==> src/rtl/video_timing_packer.sv <==
// HDMI-style H/V timing generator: pulls RGB888 pixels during active video and emits the 50-bit pack bus.
// Build option VTP_TEST_PATTERN_EN: underflow pixels show 8 vertical colour bars instead of black.
module video_timing_packer #(
    parameter int unsigned H_ACT  = 1280,
    parameter int unsigned V_ACT  = 720,
    parameter int unsigned H_SYNC = 40,
    parameter int unsigned H_BP   = 220,
    parameter int unsigned H_FP   = 110,
    parameter int unsigned V_SYNC = 5,
    parameter int unsigned V_BP   = 20,
    parameter int unsigned V_FP   = 5,
    parameter bit          HS_POL = 1'b1,
    parameter bit          VS_POL = 1'b1
) (
    input  logic        clk,
    input  logic        rstn,
    input  logic        en,
    input  logic        i_valid,
    input  logic [7:0]  i_r,
    input  logic [7:0]  i_g,
    input  logic [7:0]  i_b,
    output logic        o_ready,
    output logic [49:0] o_pack,
    output logic        o_frame_start,
    output logic        o_underflow
);
    localparam int unsigned H_TOTAL = H_SYNC + H_BP + H_ACT + H_FP;
    localparam int unsigned V_TOTAL = V_SYNC + V_BP + V_ACT + V_FP;
    localparam int unsigned H_ACT0  = H_SYNC + H_BP;
    localparam int unsigned V_ACT0  = V_SYNC + V_BP;
    localparam int unsigned HW      = $clog2(H_TOTAL);
    localparam int unsigned VW      = $clog2(V_TOTAL);
    localparam int unsigned XW      = $clog2(H_ACT);
    localparam int unsigned YW      = $clog2(V_ACT);
    localparam int unsigned PX_W    = 11;
    localparam int unsigned PY_W    = 10;

    // Pack bus payload below the clock bit; x/y are zero-extended into fixed fields.
    typedef struct packed {
        logic            href;
        logic            hsync;
        logic            vsync;
        logic            de;
        logic [7:0]      r;
        logic [7:0]      g;
        logic [7:0]      b;
        logic [PX_W-1:0] x;
        logic [PY_W-1:0] y;
    } pack_t;

    localparam pack_t BLANK = '{href: 1'b0, hsync: ~HS_POL, vsync: ~VS_POL, de: 1'b0,
                                r: 8'h00, g: 8'h00, b: 8'h00, x: '0, y: '0};

    typedef enum logic [1:0] {IDLE, RUN, STOPPING} state_t;

    state_t        state_q, state_d;
    logic [HW-1:0] h_q, h_d;
    logic [VW-1:0] v_q, v_d;
    pack_t         pack_q, pack_d;
    logic          fs_q, fs_d;
    logic          uf_q, uf_d;

    logic          h_last_c, v_last_c, h_act_c, v_act_c, de_c, run_c, ready_c;
    logic [XW-1:0] x_c;
    logic [YW-1:0] y_c;
    logic [23:0]   fill_c;

    // Position decode from the live counters.
    assign h_last_c = (32'(h_q) == H_TOTAL - 1);
    assign v_last_c = (32'(v_q) == V_TOTAL - 1);
    assign h_act_c  = (32'(h_q) >= H_ACT0) && (32'(h_q) < H_ACT0 + H_ACT);
    assign v_act_c  = (32'(v_q) >= V_ACT0) && (32'(v_q) < V_ACT0 + V_ACT);
    assign de_c     = h_act_c && v_act_c;
    assign x_c      = de_c ? XW'(32'(h_q) - H_ACT0) : '0;
    assign y_c      = de_c ? YW'(32'(v_q) - V_ACT0) : '0;

    // IDLE with en already high starts the frame this cycle, so frame_start lands one clock after en.
    assign run_c    = (state_q != IDLE) || en;
    assign ready_c  = run_c && de_c;

`ifdef VTP_TEST_PATTERN_EN
    logic [2:0] bar_c;
    assign bar_c  = x_c[XW-1 -: 3];
    assign fill_c = {{8{~bar_c[1]}}, {8{~bar_c[2]}}, {8{~bar_c[0]}}};
`else
    assign fill_c = 24'h000000;
`endif

    always_comb begin
        state_d = state_q;
        h_d     = h_q;
        v_d     = v_q;
        pack_d  = BLANK;
        fs_d    = 1'b0;
        uf_d    = uf_q;

        case (state_q)
            IDLE:     if (en) state_d = RUN;
            RUN:      if (!en) state_d = (h_last_c && v_last_c) ? IDLE : STOPPING;
            STOPPING: begin
                if (en)                       state_d = RUN;
                else if (h_last_c && v_last_c) state_d = IDLE;
            end
            default:  state_d = IDLE;
        endcase

        if (run_c) begin
            if (h_last_c) begin
                h_d = '0;
                v_d = v_last_c ? '0 : v_q + VW'(1);
            end else begin
                h_d = h_q + HW'(1);
            end

            pack_d.hsync = (32'(h_q) < H_SYNC) ? HS_POL : ~HS_POL;
            pack_d.vsync = (32'(v_q) < V_SYNC) ? VS_POL : ~VS_POL;
            pack_d.de    = de_c;
            pack_d.href  = de_c;
            pack_d.x     = PX_W'(x_c);
            pack_d.y     = PY_W'(y_c);
            if (ready_c) begin
                {pack_d.r, pack_d.g, pack_d.b} = i_valid ? {i_r, i_g, i_b} : fill_c;
                if (!i_valid) uf_d = 1'b1;
            end
            fs_d = (h_q == '0) && (v_q == '0);
        end
    end

    always_ff @(posedge clk) begin
        if (!rstn) begin
            state_q <= IDLE;
            h_q     <= '0;
            v_q     <= '0;
            pack_q  <= BLANK;
            fs_q    <= 1'b0;
            uf_q    <= 1'b0;
        end else begin
            state_q <= state_d;
            h_q     <= h_d;
            v_q     <= v_d;
            pack_q  <= pack_d;
            fs_q    <= fs_d;
            uf_q    <= uf_d;
        end
    end

    assign o_ready       = ready_c;
    assign o_pack        = {clk, pack_q};
    assign o_frame_start = fs_q;
    assign o_underflow   = uf_q;

endmodule

==> config.mk <==
export PLATFORM = sky130hd
export DESIGN_NAME = video_timing_packer
export DESIGN_NICKNAME = d
export VERILOG_FILES = /design/src/rtl/video_timing_packer.sv
export SDC_FILE = /design/constraint.sdc
export NUM_CORES = 1
export LEC_CHECK = 0
export CORE_MARGIN = 1
export CORE_UTILIZATION = 52
export DETAILED_ROUTE_END_ITERATION = 7
export GPL_TIMING_DRIVEN = 0
export PLACE_DENSITY_LB_ADDON = 0.2
export SLEW_MARGIN = 10
export SYNTH_ARGS = -nofsm -noshare
export SYNTH_HDL_FRONTEND = slang
export SYNTH_SLANG_ARGS = --single-unit
==> constraint.sdc <==
create_clock -name clk -period 3.5 [get_ports clk]
set_input_delay 0.35 -clock clk [delete_from_list [all_inputs] [get_ports clk]]
set_output_delay 0.35 -clock clk [all_outputs]
set_load 0.05 [all_outputs]
=== Yosys cells after proc, flatten, opt, wreduce, memory -nomap -nowiden ===
Cells that the tools add are included.

* Register bits: 73
* Output and inout port bits: 53
* Word-level logic and storage cells: 58

* Add/sub/neg operators: 4
* $lt $le $gt $ge: 6
* Eq/ne operators: 7
* Mux-type cells: 10
* Bitwise logic cells: 1
* Reduce and logical (&&, ||, !) cells: 17

{| class="wikitable"
|+ Operators by type and width
! kind !! count
|-
| adder 11 x 1 -> 11 bit, second input constant || 1
|-
| == test 11 bit, second input constant || 1
|-
| >= comparator 11 x 9 -> 1 bit, second input constant || 1
|-
| zero test 11 bit || 1
|-
| < comparator 11 bit, second input constant || 1
|-
| < comparator 11 x 6 -> 1 bit, second input constant || 1
|-
| 2-to-1 mux 11 bit || 1
|-
| subtractor 11 x 9 -> 11 bit, second input constant || 1
|-
| adder 10 x 1 -> 10 bit, second input constant || 1
|-
| == test 10 bit, second input constant || 1
|-
| >= comparator 10 x 5 -> 1 bit, second input constant || 1
|-
| zero test 10 bit || 1
|-
| < comparator 10 bit, second input constant || 1
|-
| < comparator 10 x 3 -> 1 bit, second input constant || 1
|-
| 2-to-1 mux 10 bit || 1
|-
| 2-to-1 mux 2 bit || 5
|-
| subtractor 10 x 5 -> 10 bit, second input constant || 1
|-
| AND reduction 3 bit || 3
|-
| logical AND 1 bit || 6
|-
| case mux 2 bit (3 select lines) || 1
|-
| != test 2 bit, second input constant || 2
|-
| AND reduction 2 bit || 2
|-
| AND reduction 4 bit || 1
|-
| != test 3 bit, second input constant || 1
|-
| other kinds (7) || 8
|}

=== Logic depth before layout (Yosys ltp) ===
Gate-level depths: netlist (run 1).

* Word-level depth: 5
* Mapped depth: 9

==> results of run 1 <==
==> timing repair <==
item	4_1_cts	5_1_grt
buffers inserted	0	0
resized for setup	2	2
setup endpoints to repair	1	1
==> logic make-up (layout without fill, tap and decap cells) <==
group / after synthesis / in the layout
and+or+nand+nor: 159 / 159
DFF: 73 / 73
buffers and inverters: 44 / 142
AOI/OAI and AO/OA: 38 / 38
xor gates and xnor gates: 24 / 24
adders and majority gates: 10 / 10
muxes: 1 / 1
==> worst reg2reg max path, delay by kind of cell, from the launching register on <==
family,cells,cell delay [ns]
compound gates,1,0.74
buf+inv,3,0.62
simple gates,3,0.44
flops,1,0.33
fa+ha+maj,1,0.23
==> report_power, final <==
part	total [W]	switching [W]	leakage, nW	internal [W]
clock	0.000863	0.000385	0.137	0.000478
combinational	0.0000977	0.0000496	0.766	0.0000481
sequential	0.000846	0.00000859	0.589	0.000838
total	0.00181	0.000443	1.49	0.00136
==> registers in the layout, summed over array words and instances, names as in the netlist <==
name           flops
o_pack            48
h_q               11
v_q               10
state_q            2
o_frame_start      1
o_underflow        1
==> cells in the mapped netlist (2+ instances only) <==
cell,instances,area [um^2]
buf_6,3,33.8
and3_1,2,12.5
ha_1,10,125
clkbuf_1,18,67.6
inv_1,10,37.5
or3_1,5,31.3
nor3b_1,2,15.0
buf_4,2,15.0
o31ai_1,6,45.0
nor3_1,49,245
buf_2,8,40.0
nand4b_1,2,17.5
nand4_1,10,62.6
nand2_1,41,154
nor4b_1,2,17.5
xor2_1,6,52.6
buf_1,2,7.51
or2_2,2,12.5
o21ai_0,5,25.0
nor4_1,5,31.3
xnor2_1,18,158
nand3_1,6,30.0
or4_1,6,45.0
a21oi_1,13,65.1
dfxtp_1,73,1460
nor2_1,22,82.6
==> final timing paths <==
check / start / endpoint / slack (ns)
setup / recovery: v_q[0] / o_ready / 0.31
hold reg to reg: state_q[1] / state_q[0] / 0.49
setup reg to reg: h_q[3] / v_q[0] / 1.01
hold / removal: rstn / state_q[0] / 0.27
==> layer usage <==
metal	vias up	track usage	routed length, um
met5	-	0	0
met2	90	0.449	4030
met4	0	0.135	136
li1	1397	-	-
met3	10	0.0609	410
met1	1324	0.327	3360
==> final cells by class <==
| cell class | instances | area, um^2 |
|---|---|---|
| flip-flops and latches | 73 | 1460 |
| multi-input cells | 232 | 1420 |
| fillers | 431 | 1390 |
| repair buffers | 78 | 776 |
| clock buffers | 15 | 203 |
| plain buffers | 34 | 170 |
| well taps | 72 | 90.1 |
| clock inverters | 5 | 60.1 |
| inverters | 10 | 37.5 |
==> through the flow <==
stage,std cells,instance area (um^2),utilization
final,519,4210,0.751
after global placement,500,3970,0.707
after CTS,519,4220,0.752
after floorplan,349,3080,-
after detailed placement,500,3970,0.707
after global routing,519,4210,0.751
==> cell usage in the layout, fill, tap and decap left out, types with 2 or more instances in the layout <==
cell type	netlist	layout
nand2_1	41	41
or3_1	5	5
nor2_1	22	22
xnor2_1	18	18
or4_1	6	6
a21oi_1	13	13
buf_6	3	3
inv_6	0	2
buf_2	8	8
o21ai_0	5	5
clkdlybuf4s50_1	0	78
nor4_1	5	5
nor4b_1	2	2
o31ai_1	6	6
buf_4	2	2
or2_2	2	2
nand4b_1	2	2
clkbuf_1	18	17
dfxtp_1	73	73
clkbuf_2	1	3
and3_1	2	2
nand3_1	6	6
buf_1	2	2
ha_1	10	10
nand4_1	10	10
nor3_1	49	49
clkbuf_8	0	14
nor3b_1	2	2
inv_1	10	10
xor2_1	6	6
==> key figures, run 1 <==
Detailed routing
  • Drt pass-1 iters: 4
  • Final wirelength: 7.94 mm
  • Avg Vias per Cell: 5.44
  • Routed Antenna Nets: 0
  • Vias: around 2,800
  • DRC violations left: 0
  • DR WL/cell: 15.3 um
  • Drt initial violations: roughly 180

Global route
  • Tot GR Track Use: 0.270
  • Vias in the first global route: 2,656
  • First-pass GRT wire length: 12.7 mm
  • Largest net degree at the start of global routing: 14
  • Initial antenna violation count: 0
  • Total grt overflow: 0

Timing
  • Max frequency: 0.314 GHz
  • Clock skew: 0.0116 ns
  • Final setup margin: between 0.3 and 0.4 ns
  • Fin crit period: 3.19 ns
  • Slew margin rel.: 0.378
  • Period utilisation layout: 0.911
  • TNS Setup: 0 ns
  • Final setup viols: 0
  • Slew Limit Fails: 0
  • Hold Worst Slack: 0.275 ns
  • Worst Tran Pin Value: 0.921 ns
  • Final hold viol count: 0
  • Unrepaired setup endpoints after global routing: false

Synthesis
  • Post-Synthesis Cells: 349
  • Post-synth cell types: 47
  • Synth Area in Compound Gates: 0.0892
  • Seq/Total Area, Yosys: 0.474
  • Syn_area_per_cell: 8.84 um^2
  • Number of synthesized register bits: 73
  • Post-synthesis mux area share: 0.00325
  • Syn_nets: roughly 390
  • Synth Warn #: 0
  • Simple-gate area share of the yosys netlist: 0.258
  • Synthesized area: 0.00308 mm^2
  • Synth Area in Adders: 0.0406
  • Largest family of logic cells by synthesized area: simple AND/OR/NAND/NOR gates
  • Ys async rst share: 0
  • Post-synth EDFFs: 0
  • Prevailing post-synth register cell: dfxtp_1
  • Post-synthesis xor/xnor area fraction: 0.0682

Setup path
  • WP depth: 9
  • Crit path top cell by count: clkbuf_2
  • Worst Path Arrival: 2.84 ns
  • R2R cell count: 8
  • Worst path bufs/invs: 4
  • Critical Path Sink Type: primary output
  • CP delay by family, top: buffers and inverters
  • Crit start category: register
  • Worst-path maximum fanout: 10
  • Crit Path Class: register to primary output
  • Crit path max-delay cell type: dfxtp_1
  • Req. time, crit path: around 3.2 ns
  • Critical path, cell by cell: inv_1 -> ha_1 -> nand2b_1 -> a31oi_1 -> a31o_2 -> buf_1 -> clkbuf_2 -> nor2_1 -> clkbuf_2
  • CP max stage delay: 0.41 ns

Run
  • Max-Cap Viols: 0

Clock network
  • Worst-path clk slew: 0.08 ns
  • Hold_buf cts: 0
  • Clock Latency Late Sink: 0.46 ns
  • CTS tree: yes

Pwr
  • Worst VDD drop: 0.515 mV
  • Power per Cell Area: 429 mW/mm^2
  • Leak: roughly 1.5 nW
  • Overall power consumption: 0.00181 W

Final layout
  • Nets: 480
  • Layout area overhead: 36.6%
  • Number of diodes: 0
  • Ratio of cells with drive above 1 in the final layout: 0.0940

Floorplan
  • Ports: a little over 80
  • Initial Util: 0.550
  • Rows: 27
  • Core Area: 0.00561 mm^2
  • Die Span Y: around 80 um
  • Die Wd: 79.0 um
  • Area of the die: 0.00624 mm^2

Placement
  • Hpwl dp: roughly 5.6 mm
  • Pre-CTS WS: 0.245 ns
  • Gpl congestion: 0.914
  • I/O Buffers: 79

Hold path
  • Worst hold path type: input port to register
  • Hold Path Stages: 3

Status
  • Run status: finished, final reports clean
Power figures use the tool's default switching activity.
==> run 2: changes to the inputs <==
- CORE_ASPECT_RATIO: unset -> 1.2
==> run 2 against run 1 <==
Effect of this change:
- sequential cell count unchanged
- cell area up 1.0%
- largest power group unchanged
- highest routed layer unchanged
- combinational power about the same
==> key figures, run 2 (same netlist as run 1, synthesis figures left out) <==
Global route
  • First-pass GRT wire length: 11.9 mm (-6.8%)
  • Initial antenna violation count: 0 (unchanged)
  • Total grt overflow: 0 (unchanged)
  • Largest net degree at the start of global routing: 14 (unchanged)
  • Tot GR Track Use: 0.250 (-0.0199)
  • Vias in the first global route: 2,661 (+0.19%)

Floorplan
  • Die Span Y: 86.4 um (+9.3%)
  • Initial Util: 0.541 (-0.00941)
  • Area of the die: 0.00624 mm^2 (about the same)
  • Die Wd: 72.3 um (-8.5%)
  • Rows: 30 (+11%)
  • Ports: 81 (unchanged)
  • Core Area: 0.00571 mm^2 (+1.7%)

Timing
  • Worst Tran Pin Value: 1.06 ns (+0.138 ns)
  • Final setup margin: 0.237 ns (-0.0747 ns)
  • Final setup viols: 0 (unchanged)
  • Final hold viol count: 0 (unchanged)
  • Fin crit period: 3.26 ns (+0.0747 ns)
  • Slew margin rel.: 0.285 (-0.0929)
  • Max frequency: 0.306 GHz (-2.3%)
  • Slew Limit Fails: 0 (unchanged)
  • Unrepaired setup endpoints after global routing: false
  • Clock skew: 0.00907 ns (-0.00249 ns)
  • TNS Setup: 0 ns (unchanged)
  • Period utilisation layout: 0.932 (+0.0213)

Status
  • Run status: finished, final reports clean

Detailed routing
  • Final wirelength: 7.62 mm (-4.1%)
  • Metal2 WL: 3.68 mm (-8.8%)
  • Top sig layer: met4
  • Avg Vias per Cell: 5.37 (-1.2%)
  • Routed Antenna Nets: 0 (unchanged)
  • DRC violations left: 0 (unchanged)
  • DR WL/cell: 14.4 um (-5.6%)
  • Vias: 2,829 (+0.28%)
  • WL met3: 579 um (+41%)
  • Drt pass-1 iters: 4 (unchanged)
  • Met1 WL: 3.21 mm (-4.5%)
  • Drt initial violations: 115 (-34%)

Final layout
  • Leading cell type in the layout, fill and taps excluded: clkdlybuf4s50_1
  • Max reg flops: 48 (unchanged)
  • Number of diodes: 0 (unchanged)
  • Nets: 480 (unchanged)
  • Most frequent cells in the layout: clkdlybuf4s50_1 (78), dfxtp_1 (73), nor3_1 (49)
  • Ratio of cells with drive above 1 in the final layout: 0.0917 (-0.00224)
  • Final core utilization: 0.746 (-0.00518)
  • Layout area overhead: 38.1%

Setup path
  • Worst setup path end: o_ready
  • R2R cell count: 8 (unchanged)
  • Worst reg2reg path endpoint: v_q[0]
  • Critical Path Source: v_q[0]
  • Critical Path Sink Type: primary output
  • Req. time, crit path: 3.15 ns (about the same)
  • Crit Path Class: register to primary output
  • R2R setup slack: 1.06 ns (+0.05 ns)
  • R2R Path Start: h_q[3]
  • Worst Path Arrival: 2.91 ns (+0.07 ns)
  • Crit start category: register
  • Worst-path maximum fanout: 10 (unchanged)

Placement
  • Hpwl dp: 5.37 mm (-4.2%)
  • I/O Buffers: 79 (unchanged)
  • Gpl congestion: 0.866 (-5.2%)
  • Pre-CTS WS: 0.347 ns (+0.102 ns)

Pwr
  • Worst VDD drop: 0.302 mV (-41%)
  • Power per Cell Area: 450 mW/mm^2 (+4.9%)
  • Leak: 1.51 nW (+1.4%)

Hold path
  • Worst hold path type: input port to register

Run
  • Max-Cap Viols: 0 (unchanged)

Clock network
  • Post-CTS setup buffers: 0 (unchanged)
  • CTS tree: yes
  • Hold_buf cts: 0 (unchanged)
  • Clock Latency Late Sink: 0.45 ns (about the same)
  • Worst-path clk slew: 0.08 ns (about the same)
run 2: worst max-delay path: stages, from the launching register on:
cell and delay [ns]:
dfxtp_1 0.47, inv_1 0.12, ha_1 0.26, nand2b_1 0.14, a31oi_1 0.16, a31o_2 0.24
buf_1 0.19, clkbuf_2 0.23, nor2_1 0.12, dlygate4sd2_1 0.53
run 2: timing repair:
action                                  in CTS  in global routing
gates resized for setup                      1                  2
hold endpoints to repair                     0                  0
pin swaps                                    0                  0
endpoints found under the setup margin       1                  1
run 2: through the flow:
step / cells / hold WS (ns) / power (W) / area (um^2)
4_1_cts: 527 / 0.274 / 0.00192 / 4260
2_1_floorplan: 349 / 0.426 / 0.000975 / 3080
3_3_place_gp: 508 / 0.433 / 0.00104 / 3980
3_5_place_dp: 508 / 0.445 / 0.00104 / 3980
6_report: 527 / 0.285 / 0.00191 / 4260
5_1_grt: 527 / 0.294 / 0.00197 / 4260
run 2: cell type report:
| cell class | count | area, um^2 |
|---|---|---|
| plain buffers | 34 | 170 |
| well taps | 80 | 100 |
| clock buffers | 13 | 175 |
| multi-input cells | 232 | 1420 |
| clock inverters | 7 | 118 |
| fillers | 424 | 1450 |
| inverters | 10 | 37.5 |
| repair buffers | 78 | 779 |
| flip-flops and latches | 73 | 1460 |
run 2: how the worst min path moves through the flow:
stage / depth (start not counted) / endpoint / slack (ns) / start
floorplan: 1 / state_q[1] / 0.43 / en
detailed placement: 2 / o_underflow / 0.44 / o_underflow
CTS: 3 / state_q[0] / 0.27 / rstn
global route: 3 / state_q[0] / 0.29 / rstn
global placement: 2 / o_underflow / 0.43 / o_underflow
finish: 3 / state_q[0] / 0.29 / rstn
run 2: report_power, final:
group          total [W]  leakage, nW  switching [W]  internal [W]
Clock           0.000970        0.154       0.000390      0.000580
Combinational  0.0000979        0.769      0.0000497     0.0000483
Sequential      0.000846        0.589     0.00000855      0.000838
run 2: routing by layer:
metal | up-vias | global-route usage
met5 | - | 0
met4 | 0 | 0.116
met3 | 14 | 0.0919
met2 | 117 | 0.419
met1 | 1308 | 0.282
li1 | 1390 | -
==> run 3: changes to the inputs <==
- TNS_END_PERCENT: unset -> 5
==> results of run 3 <==
No change in the layout: final DEF, timing and power equal those of run 2.
